<file path="src/rtl/yolo_axis_pkg.sv">
// Shared types and helpers for the MM2S-side AXIS pattern generator.
// Holds the FSM encoding, default stream widths and the last-beat keep mask.
package yolo_axis_pkg;

    localparam int TBITS_DEF = 64;
    localparam int TBYTE_DEF = TBITS_DEF / 8;
    localparam int KEEP_MAX  = 128;

    typedef enum logic [1:0] {
        ST_IDLE = 2'd0,
        ST_SEND = 2'd1,
        ST_GAP  = 2'd2
    } mm2s_state_e;

    // Low tail_bytes bits set; tail_bytes of 0 means a full beat of nbytes.
    function automatic logic [KEEP_MAX-1:0] tail_keep(input logic [7:0] tail_bytes,
                                                      input int         nbytes);
        logic [KEEP_MAX-1:0] m;
        for (int b = 0; b < KEEP_MAX; b++) begin
            if (tail_bytes == 8'd0) m[b] = (b < nbytes);
            else                    m[b] = (b < int'(tail_bytes));
        end
        return m;
    endfunction

endpackage

</file>
<file path="src/rtl/yolo_axis_lane_pattern.sv">
// Combinational beat pattern: lane k of beat i carries seed + i*LANES + k.
// The caller registers the result.
module yolo_axis_lane_pattern #(
    parameter int TBITS = 64
) (
    input  logic [31:0]      seed_i,
    input  logic [15:0]      beat_i,
    output logic [TBITS-1:0] data_o
);

    localparam int LANES = TBITS / 32;

    logic [31:0] base;
    assign base = seed_i + 32'(beat_i) * 32'(LANES);

    for (genvar k = 0; k < LANES; k++) begin : g_lane
        assign data_o[k*32 +: 32] = base + 32'(k);
    end

endmodule

</file>
<file path="src/rtl/yolo_axis_mm2s_gen.sv">
// AXIS master standing in for the DMA MM2S channel: emits one seeded pattern
// frame per command, with programmable inter-beat gaps and a partial last beat.
module yolo_axis_mm2s_gen
    import yolo_axis_pkg::*;
#(
    parameter int TBITS = TBITS_DEF,
    parameter int TBYTE = TBITS / 8
) (
    input  logic                     aclk,
    input  logic                     aresetn,
    input  logic                     cmd_start,
    input  logic [15:0]              cmd_len,
    input  logic [$clog2(TBYTE)-1:0] cmd_tail_bytes,
    input  logic [3:0]               cmd_gap,
    input  logic [31:0]              cmd_seed,
    output logic                     cmd_busy,
    output logic                     cmd_done,
    output logic [15:0]              frames_sent,
    output logic                     M_AXIS_MM2S_TVALID,
    input  logic                     M_AXIS_MM2S_TREADY,
    output logic [TBITS-1:0]         M_AXIS_MM2S_TDATA,
    output logic [TBYTE-1:0]         M_AXIS_MM2S_TKEEP,
    output logic                     M_AXIS_MM2S_TLAST
);

    localparam int TW = $clog2(TBYTE);

    mm2s_state_e      state_q, state_d;
    logic [15:0]      len_q, len_d;
    logic [TW-1:0]    tail_q, tail_d;
    logic [3:0]       gap_q, gap_d;
    logic [31:0]      seed_q, seed_d;
    logic [15:0]      beat_q, beat_d;
    logic [3:0]       gcnt_q, gcnt_d;
    logic             tvalid_q, tvalid_d;
    logic [TBITS-1:0] tdata_q, tdata_d;
    logic [TBYTE-1:0] tkeep_q, tkeep_d;
    logic             tlast_q, tlast_d;
    logic             busy_q, busy_d;
    logic             done_q, done_d;
    logic [15:0]      frames_q, frames_d;

    // The beat about to be loaded is beat 0 of a new command from IDLE,
    // otherwise the successor of the beat being handed off.
    logic             is_idle;
    logic [31:0]      nxt_seed;
    logic [15:0]      nxt_idx;
    logic [15:0]      nxt_last_idx;
    logic [TW-1:0]    nxt_tail;
    logic             nxt_is_last;
    logic [TBYTE-1:0] nxt_keep;
    logic [TBITS-1:0] nxt_data;

    assign is_idle      = (state_q == ST_IDLE);
    assign nxt_seed     = is_idle ? cmd_seed       : seed_q;
    assign nxt_idx      = is_idle ? 16'd0          : beat_q + 16'd1;
    assign nxt_last_idx = is_idle ? cmd_len - 16'd1 : len_q - 16'd1;
    assign nxt_tail     = is_idle ? cmd_tail_bytes : tail_q;
    assign nxt_is_last  = (nxt_idx == nxt_last_idx);
    assign nxt_keep     = nxt_is_last ? TBYTE'(tail_keep(8'(nxt_tail), TBYTE)) : '1;

    yolo_axis_lane_pattern #(.TBITS(TBITS)) u_pattern (
        .seed_i (nxt_seed),
        .beat_i (nxt_idx),
        .data_o (nxt_data)
    );

    always_comb begin
        logic load;
        state_d  = state_q;
        len_d    = len_q;
        tail_d   = tail_q;
        gap_d    = gap_q;
        seed_d   = seed_q;
        beat_d   = beat_q;
        gcnt_d   = gcnt_q;
        tvalid_d = tvalid_q;
        tdata_d  = tdata_q;
        tkeep_d  = tkeep_q;
        tlast_d  = tlast_q;
        busy_d   = busy_q;
        done_d   = 1'b0;
        frames_d = frames_q;
        load     = 1'b0;

        unique case (state_q)
            ST_IDLE: begin
                if (cmd_start) begin
                    len_d  = cmd_len;
                    tail_d = cmd_tail_bytes;
                    gap_d  = cmd_gap;
                    seed_d = cmd_seed;
                    beat_d = 16'd0;
                    if (cmd_len != 16'd0) begin
                        state_d  = ST_SEND;
                        tvalid_d = 1'b1;
                        busy_d   = 1'b1;
                        load     = 1'b1;
                    end else begin
                        done_d   = 1'b1;
                        frames_d = frames_q + 16'd1;
                    end
                end
            end
            ST_SEND: begin
                if (M_AXIS_MM2S_TREADY) begin
                    if (tlast_q) begin
                        state_d  = ST_IDLE;
                        tvalid_d = 1'b0;
                        tlast_d  = 1'b0;
                        busy_d   = 1'b0;
                        done_d   = 1'b1;
                        frames_d = frames_q + 16'd1;
                    end else begin
                        beat_d = nxt_idx;
                        load   = 1'b1;
                        if (gap_q != 4'd0) begin
                            state_d  = ST_GAP;
                            gcnt_d   = gap_q;
                            tvalid_d = 1'b0;
                        end
                    end
                end
            end
            ST_GAP: begin
                // Next beat is already loaded; only the valid is withheld.
                if (gcnt_q == 4'd1) begin
                    state_d  = ST_SEND;
                    tvalid_d = 1'b1;
                end else begin
                    gcnt_d = gcnt_q - 4'd1;
                end
            end
            default: state_d = ST_IDLE;
        endcase

        if (load) begin
            tdata_d = nxt_data;
            tkeep_d = nxt_keep;
            tlast_d = nxt_is_last;
        end
    end

    always_ff @(posedge aclk or negedge aresetn) begin
        if (!aresetn) begin
            state_q  <= ST_IDLE;
            len_q    <= '0;
            tail_q   <= '0;
            gap_q    <= '0;
            seed_q   <= '0;
            beat_q   <= '0;
            gcnt_q   <= '0;
            tvalid_q <= 1'b0;
            tdata_q  <= '0;
            tkeep_q  <= '0;
            tlast_q  <= 1'b0;
            busy_q   <= 1'b0;
            done_q   <= 1'b0;
            frames_q <= '0;
        end else begin
            state_q  <= state_d;
            len_q    <= len_d;
            tail_q   <= tail_d;
            gap_q    <= gap_d;
            seed_q   <= seed_d;
            beat_q   <= beat_d;
            gcnt_q   <= gcnt_d;
            tvalid_q <= tvalid_d;
            tdata_q  <= tdata_d;
            tkeep_q  <= tkeep_d;
            tlast_q  <= tlast_d;
            busy_q   <= busy_d;
            done_q   <= done_d;
            frames_q <= frames_d;
        end
    end

    assign cmd_busy           = busy_q;
    assign cmd_done           = done_q;
    assign frames_sent        = frames_q;
    assign M_AXIS_MM2S_TVALID = tvalid_q;
    assign M_AXIS_MM2S_TDATA  = tdata_q;
    assign M_AXIS_MM2S_TKEEP  = tkeep_q;
    assign M_AXIS_MM2S_TLAST  = tlast_q;

endmodule

</file>
<file path="config.mk">
export PLATFORM = sky130hd
export DESIGN_NAME = yolo_axis_mm2s_gen
export DESIGN_NICKNAME = d
export VERILOG_FILES = /design/src/rtl/yolo_axis_pkg.sv /design/src/rtl/yolo_axis_lane_pattern.sv /design/src/rtl/yolo_axis_mm2s_gen.sv
export SDC_FILE = /design/constraint.sdc
export NUM_CORES = 1
export LEC_CHECK = 0
export ABC_AREA = 1
export CAP_MARGIN = 30
export CORE_MARGIN = 2
export CORE_UTILIZATION = 60
export CTS_BUF_LIST = sky130_fd_sc_hd__clkbuf_16
export CTS_CLUSTER_SIZE = 12
export DETAILED_ROUTE_END_ITERATION = 8
export PLACE_DENSITY = 0.87
export SLEW_MARGIN = 25
export SYNTH_ARGS = -nofsm -noshare
export SYNTH_HDL_FRONTEND = slang
export SYNTH_SLANG_ARGS = --single-unit
</file>
<file path="constraint.sdc">
create_clock -name aclk -period 11 [get_ports aclk]
set_input_delay 2.2 -clock aclk [delete_from_list [all_inputs] [get_ports aclk]]
set_output_delay 2.2 -clock aclk [all_outputs]
set_load 0.01 [all_outputs]
</file>
==> run_results.csv <==
group,metric,value,unit
layout,fin_nets,1671,
sta,period_share,48.2,%
sta,timing.slew.headroom,40.8,%
clock_network,cts-root-buf,"clkbuf_16",
setup_path,critPathMaxStageDelay,0.59,ns
power,p_leak,6.13,nW
setup_path,cp_num_buf_inv,2,
yosys,synth_area_leader_cell,"dfrtp_1",
power,p_total,3.60,mW
drt,viasPerCell,5.55,
min_path,hold_path_class,"reg2reg",
sta,clock_skew,0.0129,ns
setup_path,cpMostUsedCell,"nand2_1",
yosys,netlist_area,10600,um^2
clock_network,ctsResizeCount,0,
floorplanning,dieHeight,137,um
sta,worstMarginPinSlew,0.888,ns
sta,final-hold-violation-count,0,
clock_network,cts_made_buffers,17,
layout,design_area,12800,um^2
global_route,antenna_found_initial,0,
drt,drt_iter0_markers,957,
yosys,synth_seq_cells,169,
drt,ant_nets,0,
setup_path,cp_slowest_cell,"fa_1",
placement,port_buffers,150,
sta,drv_slew,0,
layout,layout-drive-gt1-share,8.71,%
setup_path,crit_family,"simple AND/OR/NAND/NOR gates",
drt,first_pass_iters,5,
setup_path,path_cells,"clkdlybuf4s50_1 > inv_1 > o21ai_0 > ha_1 > fa_1 > nand2_1 > nor2_1 > nand2_1 > nor2_1 > nand2_1 > nor2_1 > nand2_1 > nor2_2 > nand2_1 > nor2_4 > nand3_2 > nor2_4 > nand3_2 > nor2_2 > nand2_1 > o21ai_1 > nand3_1",
setup_path,crit_fanout,5,
outcome,status,"complete, no violations",
power,powerDensity,281,nW/um^2
clock_network,tritoncts,"built",
clock_network,cts_max_level,4,
drt,wl_met2,12500,um
yosys,ys_warn_count,0,
yosys,yosysSeqAreaShare,39.9,%
global_route,grt_overflow,0,
floorplanning,fp-row-count,48,
yosys,synth-edff-count,0,
yosys,yosysUniqueCellTypes,54,
floorplanning,start_util,61.2,%
clock_network,cts.sinks,169,
setup_path,criticalPathCategory,"in2reg",
setup_path,worstPathRequired,11.32,ns
clock_network,clockBufferDepth,2,
global_route,grt_max_degree,94,
clock_network,cts_hold_buffers,0,
floorplanning,die_area,18700,um^2
layout,diodes,0,
global_route,grtUsageTotal,30.5,%
placement,dpl_cell_area,12200,um^2
floorplanning,core_area,17300,um^2
clock_network,clk_pin_slew,0.07,ns
clock_network,post_cts_buffers,0,
yosys,synth_most_common_cell,"nand2_1",
job,drv_cap,0,
setup_path,crit_path_start_kind,"input pin",
floorplanning,ioPinCount,151,
power,vdd_drop_max,0.173,mV
yosys,ys.flop_type,"dfrtp_1",
yosys,avgSynthCellArea,7.25,um^2
placement,hpwl,20400,um
setup_path,r2r_slack,6.54,ns
placement,gp_congestion,0.942,
drt,top_layer,"met4",
sta,period_needed,5.31,ns
yosys,syn_inst,1461,
yosys,synth_top_area_share,39.9,%
sta,clock.fmax,0.188,GHz
drt,wl_met3,2350,um
drt,drt-met1-wl,12500,um
setup_path,cp.arrival,5.62,ns
yosys,synth_nets,1537,
sta,rsz0062_at_grt,"no",
layout,syn2layout_area_growth,21.3,%
drt,drc,0,
setup_path,critPathCaptureType,"flop",
drt,drt-wirelength-per-cell,15.1,um
yosys,synth_area_leaders,"dfrtp_1, nand2_1, inv_1",
drt,drt_wl_total,27600,um
drt,num_vias,10200,
floorplanning,die_x,137,um
yosys,synthArstFlopShare,100,%
clock_network,clk-insertion-delay-late,0.44,ns
sta,finalSetupTns,0,ns
sta,setup_viol,0,
yosys,yosys-top-cells-count,"nand2_1, inv_1, dfrtp_1",
global_route,grt_first_pass_wirelength,45300,um
global_route,grt_pass1_vias,9250,
==> power by group <==
group	switching [mW]	leakage [nW]	total, mW	internal, mW
registers	0.136	2.11	1.00	0.868
logic	1.25	3.72	1.98	0.729
clock network	0.261	0.295	0.619	0.358
total	1.65	6.13	3.60	1.95
==> area by class of cell <==
type                       count  area [um^2]
clock buffer                  17          425
clock inverter                15          171
fill                        1351         4460
inverter                     191          717
multi-input combinational   1059         5440
sequential                   169         4230
tap                          225          282
timing repair buffer         157         1580
==> cells by family (layout without fill, tap and decap cells) <==
kind of cell             after synthesis  count (layout)  share of synthesized area, %
AO/OA/AOI/OAI                        215             215                          11.4
XOR/XNOR                              48              48                          3.97
adder cells (fa/ha/maj)               17              17                          2.08
buffers and inverters                233             380                          8.86
flip-flops                           169             169                          39.9
multiplexers                           1               1                         0.106
AND/OR/NAND/NOR                      778             778                          33.6
==> final timing paths <==
path | from | endpoint | depth (start not counted)
min reg2reg | M_AXIS_MM2S_TKEEP[0]$_DFFE_PN0P_ | M_AXIS_MM2S_TKEEP[0]$_DFFE_PN0P_ | 1
max in group asynchronous | aresetn | seed_q[22]$_DFFE_PN0P_ | 2
max | cmd_seed[1] | M_AXIS_MM2S_TDATA[57]$_DFFE_PN0P_ | 22
min | M_AXIS_MM2S_TKEEP[0]$_DFFE_PN0P_ | M_AXIS_MM2S_TKEEP[0]$_DFFE_PN0P_ | 1
max reg2reg | state_q[0]$_DFFE_PN0P_ | M_AXIS_MM2S_TDATA[57]$_DFFE_PN0P_ | 22
min in group asynchronous | aresetn | M_AXIS_MM2S_TKEEP[7]$_DFFE_PN0P_ | 1
==> state kept, by name (all words and copies together) (netlist names) <==
register            flops
cmd_done                1
M_AXIS_MM2S_TDATA      64
M_AXIS_MM2S_TKEEP       8
gcnt_q                  4
seed_q                 32
tail_q                  3
gap_q                   4
frames_sent            16
M_AXIS_MM2S_TVALID      1
beat_q                 16
M_AXIS_MM2S_TLAST       1
cmd_busy                1
state_q                 2
len_q                  16
==> metrics by stage <==
stage	cells	util (%)	setup WS [ns]	hold WS (ns)
after floorplan	1461	-	6.15	0.437
after global placement	1799	70.6	5.01	0.452
after detailed placement	1800	70.6	5.07	0.456
after CTS	1832	74.1	5.52	0.473
after global routing	1833	74.2	5.31	0.489
final	1833	74.2	5.69	0.469
==> per-layer routing <==
layer / up-vias / GRT usage [%]
met5: - / 0
met4: 0 / 7.62
met3: 23 / 6.04
met2: 412 / 46.1
met1: 4765 / 45.2
li1: 4982 / -
==> placed cells by master, fill, tap and decap left out, types with 5 or more instances in the layout <==
cell | Yosys | final
dfrtp_1 | 169 | 169
or2_2 | 8 | 8
xnor2_1 | 15 | 15
nor4_1 | 5 | 5
ha_1 | 16 | 16
nand3_2 | 15 | 15
a21oi_1 | 14 | 14
o21ai_2 | 7 | 7
inv_1 | 187 | 187
inv_6 | 0 | 5
nand3b_1 | 6 | 6
clkdlybuf4s50_1 | 0 | 149
o21ai_1 | 29 | 29
xor2_1 | 33 | 33
nand4_1 | 37 | 37
o211ai_1 | 6 | 6
nand3_1 | 88 | 88
buf_4 | 3 | 5
nor2_2 | 14 | 13
nor2_1 | 131 | 130
o22ai_1 | 13 | 13
nand2_2 | 29 | 30
clkbuf_16 | 0 | 17
nor3_1 | 12 | 12
o21ai_0 | 120 | 120
nand2_1 | 411 | 410
nor2_4 | 8 | 10
==> worst reg2reg max path, cell delays in order, from the launching register on <==
cell	delay, ns
dfrtp_1	0.44
nor2_4	0.10
buf_4	0.62
nor2_1	0.24
ha_1	0.30
fa_1	0.59
nand2_1	0.07
nor2_1	0.14
nand2_1	0.09
nor2_1	0.17
nand2_1	0.12
nor2_1	0.13
nand2_1	0.09
nor2_2	0.13
nand2_1	0.11
nor2_4	0.14
nand3_2	0.12
nor2_4	0.18
nand3_2	0.12
nor2_2	0.12
nand2_1	0.10
o21ai_1	0.14
nand3_1	0.08
Power figures use the tool's default switching activity.
